File: config.mk
export PLATFORM = sky130hd
export DESIGN_NAME = uart_rx_os
export DESIGN_NICKNAME = d
export VERILOG_FILES = /design/src/rtl/uart_rx_os.sv
export SDC_FILE = /design/constraint.sdc
export NUM_CORES = 1
export LEC_CHECK = 0
export ABC_CLOCK_PERIOD_IN_PS = 5800
export BUFFER_PORTS_ARGS = -buffer_cell sky130_fd_sc_hd__buf_2
export CAP_MARGIN = 20
export CORE_MARGIN = 8
export CORE_UTILIZATION = 40
export DETAILED_ROUTE_END_ITERATION = 10
export GPL_TIMING_DRIVEN = 0
export PLACE_DENSITY = 0.55
export SETUP_SLACK_MARGIN = 0.3
export SLEW_MARGIN = 20
export SYNTH_ARGS = -nofsm -noshare
export SYNTH_HDL_FRONTEND = slang
export SYNTH_SLANG_ARGS = --single-unit
File: constraint.sdc
create_clock -name clk -period 5.8 [get_ports clk]
set_clock_uncertainty 0.05 [all_clocks]
set_input_delay 1.16 -clock clk [delete_from_list [all_inputs] [get_ports clk]]
set_output_delay 1.16 -clock clk [all_outputs]
set_load 0.005 [all_outputs]
File: src/rtl/uart_rx_os.sv
// uart_rx_os: 16x-oversampling UART receiver with optional parity.
// Ports: clk, rst (async, active-high), rx (serial in, idles high);
//        rx_frame (data word, LSB first on wire), rx_done (1-clk strobe),
//        frame_error (stop/parity error of the latest frame).
module uart_rx_os #(
    parameter int    CLK_FREQUENCE = 50_000_000,
    parameter int    BAUD_RATE     = 9600,
    parameter string PARITY        = "NONE",
    parameter int    FRAME_WD      = 8
) (
    input  logic                clk,
    input  logic                rst,
    input  logic                rx,
    output logic [FRAME_WD-1:0] rx_frame,
    output logic                rx_done,
    output logic                frame_error
);

    localparam int OS_DIV = (CLK_FREQUENCE + BAUD_RATE * 8)
                          / (BAUD_RATE * 16);
    localparam int DIV_W  = (OS_DIV > 1) ? $clog2(OS_DIV) : 1;
    localparam int BIT_W  = $clog2(FRAME_WD);
    localparam bit PAR_EN  = (PARITY != "NONE");
    localparam bit PAR_ODD = (PARITY == "ODD");

    localparam logic [DIV_W-1:0] DIV_LAST = DIV_W'(OS_DIV - 1);
    localparam logic [BIT_W-1:0] BIT_LAST = BIT_W'(FRAME_WD - 1);

    typedef enum logic [2:0] {
        IDLE, START, DATA, PAR, STOP, BRK
    } state_t;

    state_t state, state_nxt;

    logic                rx_meta, rxs, rxs_d;
    logic                fall;
    logic [DIV_W-1:0]    div_cnt;
    logic                tick;
    logic [3:0]          smp_cnt;
    logic [1:0]          early;
    logic                vote;
    logic                at_vote, at_wrap;
    logic [BIT_W-1:0]    bit_cnt;
    logic [FRAME_WD-1:0] shift_q;
    logic                par_err;
    logic                start_det, shift_en, par_en, done_en;

    // Two-stage synchronizer plus one more stage for edge detection.
    always_ff @(posedge clk or posedge rst) begin
        if (rst) begin
            rx_meta <= 1'b1;
            rxs     <= 1'b1;
            rxs_d   <= 1'b1;
        end else begin
            rx_meta <= rx;
            rxs     <= rx_meta;
            rxs_d   <= rxs;
        end
    end

    assign fall    = rxs_d & ~rxs;
    assign tick    = (div_cnt == DIV_LAST);
    assign at_vote = tick && (smp_cnt == 4'd9);
    assign at_wrap = tick && (smp_cnt == 4'd15);

    // 2-of-3 over samples 7, 8 and the live sample 9.
    assign vote = (early[0] & early[1])
                | (early[0] & rxs)
                | (early[1] & rxs);

    // State register
    always_ff @(posedge clk or posedge rst) begin
        if (rst) state <= IDLE;
        else     state <= state_nxt;
    end

    // Next-state logic
    always_comb begin
        state_nxt = state;
        unique case (state)
            IDLE: begin
                if (fall) state_nxt = START;
            end
            START: begin
                if (at_vote && vote) state_nxt = IDLE;
                else if (at_wrap)    state_nxt = DATA;
            end
            DATA: begin
                if (at_wrap && (bit_cnt == BIT_LAST))
                    state_nxt = PAR_EN ? PAR : STOP;
            end
            PAR: begin
                if (at_wrap) state_nxt = STOP;
            end
            STOP: begin
                // Leave at mid-stop so a back-to-back start is caught.
                if (at_vote) state_nxt = vote ? IDLE : BRK;
            end
            BRK: begin
                if (rxs) state_nxt = IDLE;
            end
            default: state_nxt = IDLE;
        endcase
    end

    // Output / strobe decode
    always_comb begin
        start_det = 1'b0;
        shift_en  = 1'b0;
        par_en    = 1'b0;
        done_en   = 1'b0;
        unique case (state)
            IDLE:    start_det = fall;
            DATA:    shift_en  = at_vote;
            PAR:     par_en    = at_vote;
            STOP:    done_en   = at_vote;
            default: ;
        endcase
    end

    // Tick divider is realigned to the start edge.
    always_ff @(posedge clk or posedge rst) begin
        if (rst) begin
            div_cnt <= '0;
            smp_cnt <= '0;
        end else if (start_det) begin
            div_cnt <= '0;
            smp_cnt <= '0;
        end else if (tick) begin
            div_cnt <= '0;
            smp_cnt <= smp_cnt + 4'd1;
        end else begin
            div_cnt <= div_cnt + DIV_W'(1);
        end
    end

    always_ff @(posedge clk or posedge rst) begin
        if (rst) begin
            early <= 2'b00;
        end else if (tick) begin
            if (smp_cnt == 4'd7) early[0] <= rxs;
            if (smp_cnt == 4'd8) early[1] <= rxs;
        end
    end

    always_ff @(posedge clk or posedge rst) begin
        if (rst)                bit_cnt <= '0;
        else if (state != DATA) bit_cnt <= '0;
        else if (at_wrap)       bit_cnt <= bit_cnt + BIT_W'(1);
    end

    // LSB arrives first, so shift in from the top.
    always_ff @(posedge clk or posedge rst) begin
        if (rst)
            shift_q <= '0;
        else if (shift_en)
            shift_q <= {vote, shift_q[FRAME_WD-1:1]};
    end

    always_ff @(posedge clk or posedge rst) begin
        if (rst)
            par_err <= 1'b0;
        else if (start_det)
            par_err <= 1'b0;
        else if (par_en)
            par_err <= PAR_ODD ? ~(^shift_q ^ vote)
                               :  (^shift_q ^ vote);
    end

    always_ff @(posedge clk or posedge rst) begin
        if (rst) begin
            rx_frame    <= '0;
            rx_done     <= 1'b0;
            frame_error <= 1'b0;
        end else begin
            rx_done <= done_en;
            if (done_en) begin
                rx_frame    <= shift_q;
                frame_error <= ~vote | par_err;
            end
        end
    end

endmodule

==> run summary, run 1 <==
placed insts: 252
Nets: 199
filler cell count: 487
Worst-path clk slew: 0.08 ns
Post-CTS Hold Fix Bufs: 0
vias in the first global route: 1301
leak pwr: 1.18 nW
leading cell types by count after synthesis: dfrtp_1, nor2_1, mux2_2, xor2_1, mux2_1
Pre-antenna DRT Iters: 4
Crit. path cell count: 1
max-cap check violation count: 0
drt initial violations: 31
CP max stage delay: 0.39 ns
hold_sp: rx_meta$_DFF_PP1_
post-CTS resize count: 0
initial antenna violation count: 0
worst setup margin: 3.79 ns
Root Driver: clkbuf_8
WP buf/inv: 1
Data arrival, critical path: 0.80 ns
Syn Nets: 179
syn avg cell area: 12.4 um2
dpl ws: 3.76 ns
core area: 5110 um2
Register-to-Register Path Depth: 7
Worst-Margin Slew: 0.472 ns
Setup Fix Bufs, Post-CTS: 0
period utilization: 0.347
DR vias: 1237
Boundary Pins: 13
worst-path cell chain: buf_2
gate count of the mapped netlist: 169
Critical Path Start Type: register
Via density: 4.76
GPL Wtd Cong: 0.779
worst r2r src: div_cnt[1]$_DFF_PP0_
Hold Path Class: register to register
buffers added on ports: 12
final std cells w/o fill: 260
Worst Setup SP: rx_frame[3]$_DFFE_PP0P_
total global-route track usage: 0.0979
WHS Path Cells: 0
setup TNS: 0 ns
delay-heaviest family, CP: flip-flops
area share of the largest cell type after synthesis: 0.476
worst skew pair latency: 0.29 ns
CTS tree: done
Post-synth ARST share: 1.00
fraction of layout cells with a size suffix above 1: 0.253
dpl hpwl: 2.48 mm
critical path required time: 4.59 ns
critical path class: register to output port
overall power: 0.000617 W
TritonCTS buffer count: 5
CP max-delay cell: dfrtp_1
Cell Pwr Density: 261 nW/um2
Initial Util: 0.412
Antenna Cells: 0
total number of H-tree levels: 2
clk sinks: 43
num rows: 26
Final ANT Viol Nets: 0
area leader, netlist: dfrtp_1
Final Hold Viols: 0
Hold Slack: 0.307 ns
first-pass GRT wire length: 5.89 mm
largest cells by area after synthesis: dfrtp_1, mux2_2, mux2_1
EDFF count, synth: 0
drc violations: 0
Total Die Area: 7830 um2
RSZ-0062 raised after global routing: no
storage element area: 1080 um2
die height: 88.5 um
final global-route overflow total: 0
crit path max fanout: 2
status: finished, final reports clean
Final setup viols: 0
Multi-input gate area: 962 um2
Max Slew Vio Count: 0
synthesized area: 2100 um2
worst vdd ir: 179 uV
P&R area growth vs syn: 12.4%
Die Width: 88.5 um
top_reg_cell synth: dfrtp_1
Seq/Total Area, Yosys: 0.513
most frequent cell after synthesis: dfrtp_1
largest net degree at the start of global routing: 24
Critical Path Sink Type: output port
Synth cell types: 42
max_slew headroom: 0.685
Yosys Warn Count: 0
clock tree buffer depth: 2
Total Wirelength: 3.30 mm
minimum clock period: 2.01 ns
per-cell routed wire length: 12.7 um
#FFs+latches synth: 43
f_max: 496 MHz
-- cells by family after synthesis --
| group | synth area share |
|---|---|
| AO/OA/AOI/OAI | 0.0309 |
| XOR/XNOR | 0.0815 |
| adder cells (fa/ha/maj) | 0.0464 |
| buffers and inverters | 0.0291 |
| flip-flops | 0.513 |
| multiplexers | 0.120 |
| AND/OR/NAND/NOR | 0.178 |
-- sequential cells by signal, indices dropped and copies added (netlist names) --
signal / flops
rx_meta: 1
rx_done: 1
rx_frame: 8
early: 2
frame_error: 1
par_err: 1
smp_cnt: 4
state: 3
div_cnt: 9
rxs: 1
shift_q: 8
rxs_d: 1
bit_cnt: 3
-- routing by layer --
metal / track usage / wire (um) / share of wire
met3: 0.0316 / 114 / 0.035
met5: 0 / 0 / 0
met1: 0.116 / 1490 / 0.45
met4: 0.0369 / 44 / 0.013
met2: 0.161 / 1650 / 0.50
-- power breakdown --
group          total (W)  leakage, nW  switching, W  internal [W]
Clock           0.000181       0.0412     0.0000969     0.0000841
Combinational  0.0000796        0.568     0.0000361     0.0000435
Sequential      0.000356        0.570     0.0000304      0.000326
-- final timing paths --
path                                            to  slack (ns)
hold reg to reg                      rxs$_DFF_PP1_        0.31
max in group asynchronous        rx_meta$_DFF_PP1_        4.32
setup reg to reg           rx_frame[0]$_DFFE_PP0P_        3.79
hold / removal                       rxs$_DFF_PP1_        0.31
min in group asynchronous     div_cnt[0]$_DFF_PP0_        0.83
setup / recovery                       rx_frame[3]        3.79
-- stage by stage --
step	area, um2	util
after floorplan	2100	-
after detailed placement	2280	0.446
after global routing	2360	0.463
final	2360	0.463
after CTS	2360	0.463
after global placement	2250	0.441
-- cells in the final DEF (no fill, tap or decap), types with 2 or more instances in the layout --
cell type,count
nand2b_1,2
buf_2,13
o21ai_0,2
nand4b_1,2
nand2_1,6
mux2i_1,5
nand3_1,4
nand4_1,3
nor2_1,19
and4bb_2,2
ha_1,7
inv_1,6
nand4bb_4,2
mux2_2,10
xor2_1,10
clkbuf_8,5
dfrtp_1,40
clkbuf_1,4
dfstp_2,3
nor2b_1,2
xnor2_1,7
nand3b_1,3
mux2_1,8
a31oi_1,2
-- layout make-up --
cell class,instances,area share
Clock buffer,6,0.0307
Tap cell,70,0.0371
Timing Repair Buffer,13,0.0371
Inverter,7,0.0111
Clock inverter,2,0.00529
Sequential cell,43,0.457
Buffer,6,0.0148
Multi-Input combinational cell,113,0.407
Power figures use the tool's default switching activity.
==> inputs of run 2 (changes only) <==
--- a/config.mk
+++ b/config.mk
@@ -5,7 +5,8 @@
 export SDC_FILE = /design/constraint.sdc
 export NUM_CORES = 1
 export LEC_CHECK = 0
-export ABC_CLOCK_PERIOD_IN_PS = 5800
+export ABC_AREA = 1
+export ABC_CLOCK_PERIOD_IN_PS = 1900
 export BUFFER_PORTS_ARGS = -buffer_cell sky130_fd_sc_hd__buf_2
 export CAP_MARGIN = 20
 export CORE_MARGIN = 8
==> constraint.sdc (replaced) <==
create_clock -name clk -period 1.9 [get_ports clk]
set_clock_uncertainty 0.05 [all_clocks]
set_input_delay 0.38 -clock clk [delete_from_list [all_inputs] [get_ports clk]]
set_output_delay 0.38 -clock clk [all_outputs]
set_load 0.005 [all_outputs]
==> run 2 against run 1 <==
Compared with the run above: power grew to 3.4 times the previous value; flip-flop and latch count is the same; sequential power rose to 2.9 times the previous value; clock-buffer cell count unchanged; first-iteration DRC count increased to 3.3 times the previous value; highest routed layer unchanged; combinational power increased to 5.9 times the previous value; non-clock buffer count is 10 higher; utilization increased by 3.9 points; via count rose by 48%; clock power grew to 3.2 times the previous value; largest power group unchanged; largest cell class is now multi-input combinational cells; global-route usage increased by 2.0 points; sequential share of layout area decreased by 7.1 points.
==> run summary, run 2 <==
status: finished, final reports clean
Syn Nets: 296
Post-CTS Hold Fix Bufs: 0
final global-route overflow total: 0
total global-route track usage: 0.118
dpl ws: 0.0696 ns
Worst Setup SP: div_cnt[1]$_DFF_PP0_
Hold Slack: 0.0215 ns
Worst-path clk slew: 0.08 ns
biggest regs: div_cnt (9), rx_frame (8), shift_q (8)
max_slew headroom: 0.711
worst vdd ir: 649 uV
met3 Use GR: 0.0318
core area: 5570 um2
largest net degree at the start of global routing: 27
most used cell, CP: nand2_1
drt initial violations: 103
Post-synth ARST share: 1.00
synthesized area: 2320 um2
WP buf/inv: 3
num rows: 27
P&R area growth vs syn: 20.4%
leading cell types by count after synthesis: nand2_1, dfrtp_1, inv_1, nor2_1, nand3_1
GPL Wtd Cong: 0.824
CP max stage delay: 0.39 ns
drc violations: 0
gate count of the mapped netlist: 286
Cell Pwr Density: 750 nW/um2
Critical Path Start Type: register
period utilization: 0.867
setup TNS: 0 ns
Nets: 331
met2 Usage GRT: 0.181
Total Wirelength: 4.58 mm
Worst-Margin Slew: 0.430 ns
commonest non-fill, non-tap cell in the layout: nand2_1
critical path class: register to register
area share of the largest cell type after synthesis: 0.431
largest cells by area after synthesis: dfrtp_1, nand2_1, inv_1
clock tree buffer depth: 2
Via density: 4.64
dpl hpwl: 3.15 mm
Antenna Cells: 0
TritonCTS buffer count: 5
EDFF count, synth: 0
die height: 92.2 um
Die Width: 92.2 um
#FFs+latches synth: 43
max-cap check violation count: 0
worst setup margin: 0.252 ns
Yosys Warn Count: 0
CTS tree: done
layer with the highest usage: met2
Total Die Area: 8500 um2
Initial Util: 0.417
Boundary Pins: 13
buffers added on ports: 12
number of flip-flops under the largest register name: 9
Synth cell types: 27
syn avg cell area: 8.12 um2
initial antenna violation count: 0
Data arrival, critical path: 1.78 ns
first-pass GRT wire length: 8.19 mm
per-cell routed wire length: 11.6 um
DR vias: 1828
Final ANT Viol Nets: 0
f_max: 607 MHz
fraction of layout cells with a size suffix above 1: 0.264
M1 GR Usage: 0.157
top_reg_cell synth: dfrtp_1
delay-heaviest family, CP: simple AND/OR/NAND/NOR gates
leak pwr: 1.40 nW
minimum clock period: 1.65 ns
worst-path cell chain: inv_1 -> ha_1 -> nand2_2 -> nor2_4 -> nand3_2 -> nor3_4 -> inv_4 -> buf_12 -> nand2_1 -> nand2_1
CP max-delay cell: dfrtp_1
Final Hold Viols: 0
Top reg by flops: div_cnt
Multi-input gate area: 1120 um2
filler cell count: 527
total number of H-tree levels: 2
worst r2r src: div_cnt[1]$_DFF_PP0_
RSZ-0062 raised after global routing: yes
Critical Path Sink Type: register
critical path required time: 2.03 ns
Hold Path Class: input port to asynchronous set/reset pin
worst skew pair latency: 0.29 ns
most frequent cell after synthesis: nand2_1
vias in the first global route: 1759
Root Driver: clkbuf_8
clk sinks: 43
most frequent cells in the layout: nand2_1, dfrtp_1, inv_1, nor2_1, o21ai_2
Final setup viols: 0
crit path max fanout: 10
storage element area: 1080 um2
Pre-antenna DRT Iters: 4
area leader, netlist: dfrtp_1
Max Slew Vio Count: 0
Seq/Total Area, Yosys: 0.465
## run 2: worst paths after layout
kind | to | slack [ns] | cells after the start
worst max register to register | frame_error$_DFFE_PP0P_ | 0.25 | 10
worst min-delay path | shift_q[4]$_DFFE_PP0P_ | 0.02 | 2
min in group clk | rx_meta$_DFF_PP1_ | 0.13 | 1
max in group asynchronous | rxs$_DFF_PP1_ | 1.23 | 3
worst min register to register | rxs$_DFF_PP1_ | 0.31 | 0
worst max-delay path | frame_error$_DFFE_PP0P_ | 0.25 | 10
## run 2: power by group
group	internal (W)	total, W	switching [W]	leakage, nW
Clock	0.000257	0.000578	0.000320	0.0412
Combinational	0.000187	0.000473	0.000286	0.778
Sequential	0.000987	0.00105	0.0000598	0.581
## run 2: per-layer routing
metal / wire [um] / part of all wire
met4: 29 / 0.0063
met2: 2060 / 0.45
met5: 0 / 0
met1: 2310 / 0.50
met3: 176 / 0.038
## run 2: cells by family (layout without fill, tap and decap cells)
family          Yosys count  count (layout)  synth area share
buf+inv                  45              80            0.0792
flops                    43              43             0.465
xor+xnor                  3               3            0.0113
compound gates           34              34             0.102
simple gates            154             155             0.304
fa+ha+maj                 7               7            0.0377
## run 2: layout make-up
type | count | area share
inverters | 43 | 0.0595
multi-input cells | 199 | 0.401
clock inverters | 2 | 0.00447
repair buffers | 27 | 0.0792
clock buffers | 6 | 0.0260
flip-flops and latches | 43 | 0.386
well taps | 72 | 0.0322
plain buffers | 2 | 0.0112
## run 2: what timing repair did
item | in CTS | in global routing
gates cloned | 0 | 1
pin swaps | 7 | 5
buffers inserted | 12 | 2
endpoints found under the setup margin | 34 | 34
resized for setup | 14 | 10
## run 2: through the flow
stage	instance area, um2	util	total power [W]	std cells
3_5_place_dp	2490	0.447	0.00144	371
2_1_floorplan	2320	-	0.00136	286
4_1_cts	2730	0.490	0.00208	391
6_report	2800	0.502	0.00210	394
5_1_grt	2800	0.502	0.00224	394
3_3_place_gp	2470	0.444	0.00143	370
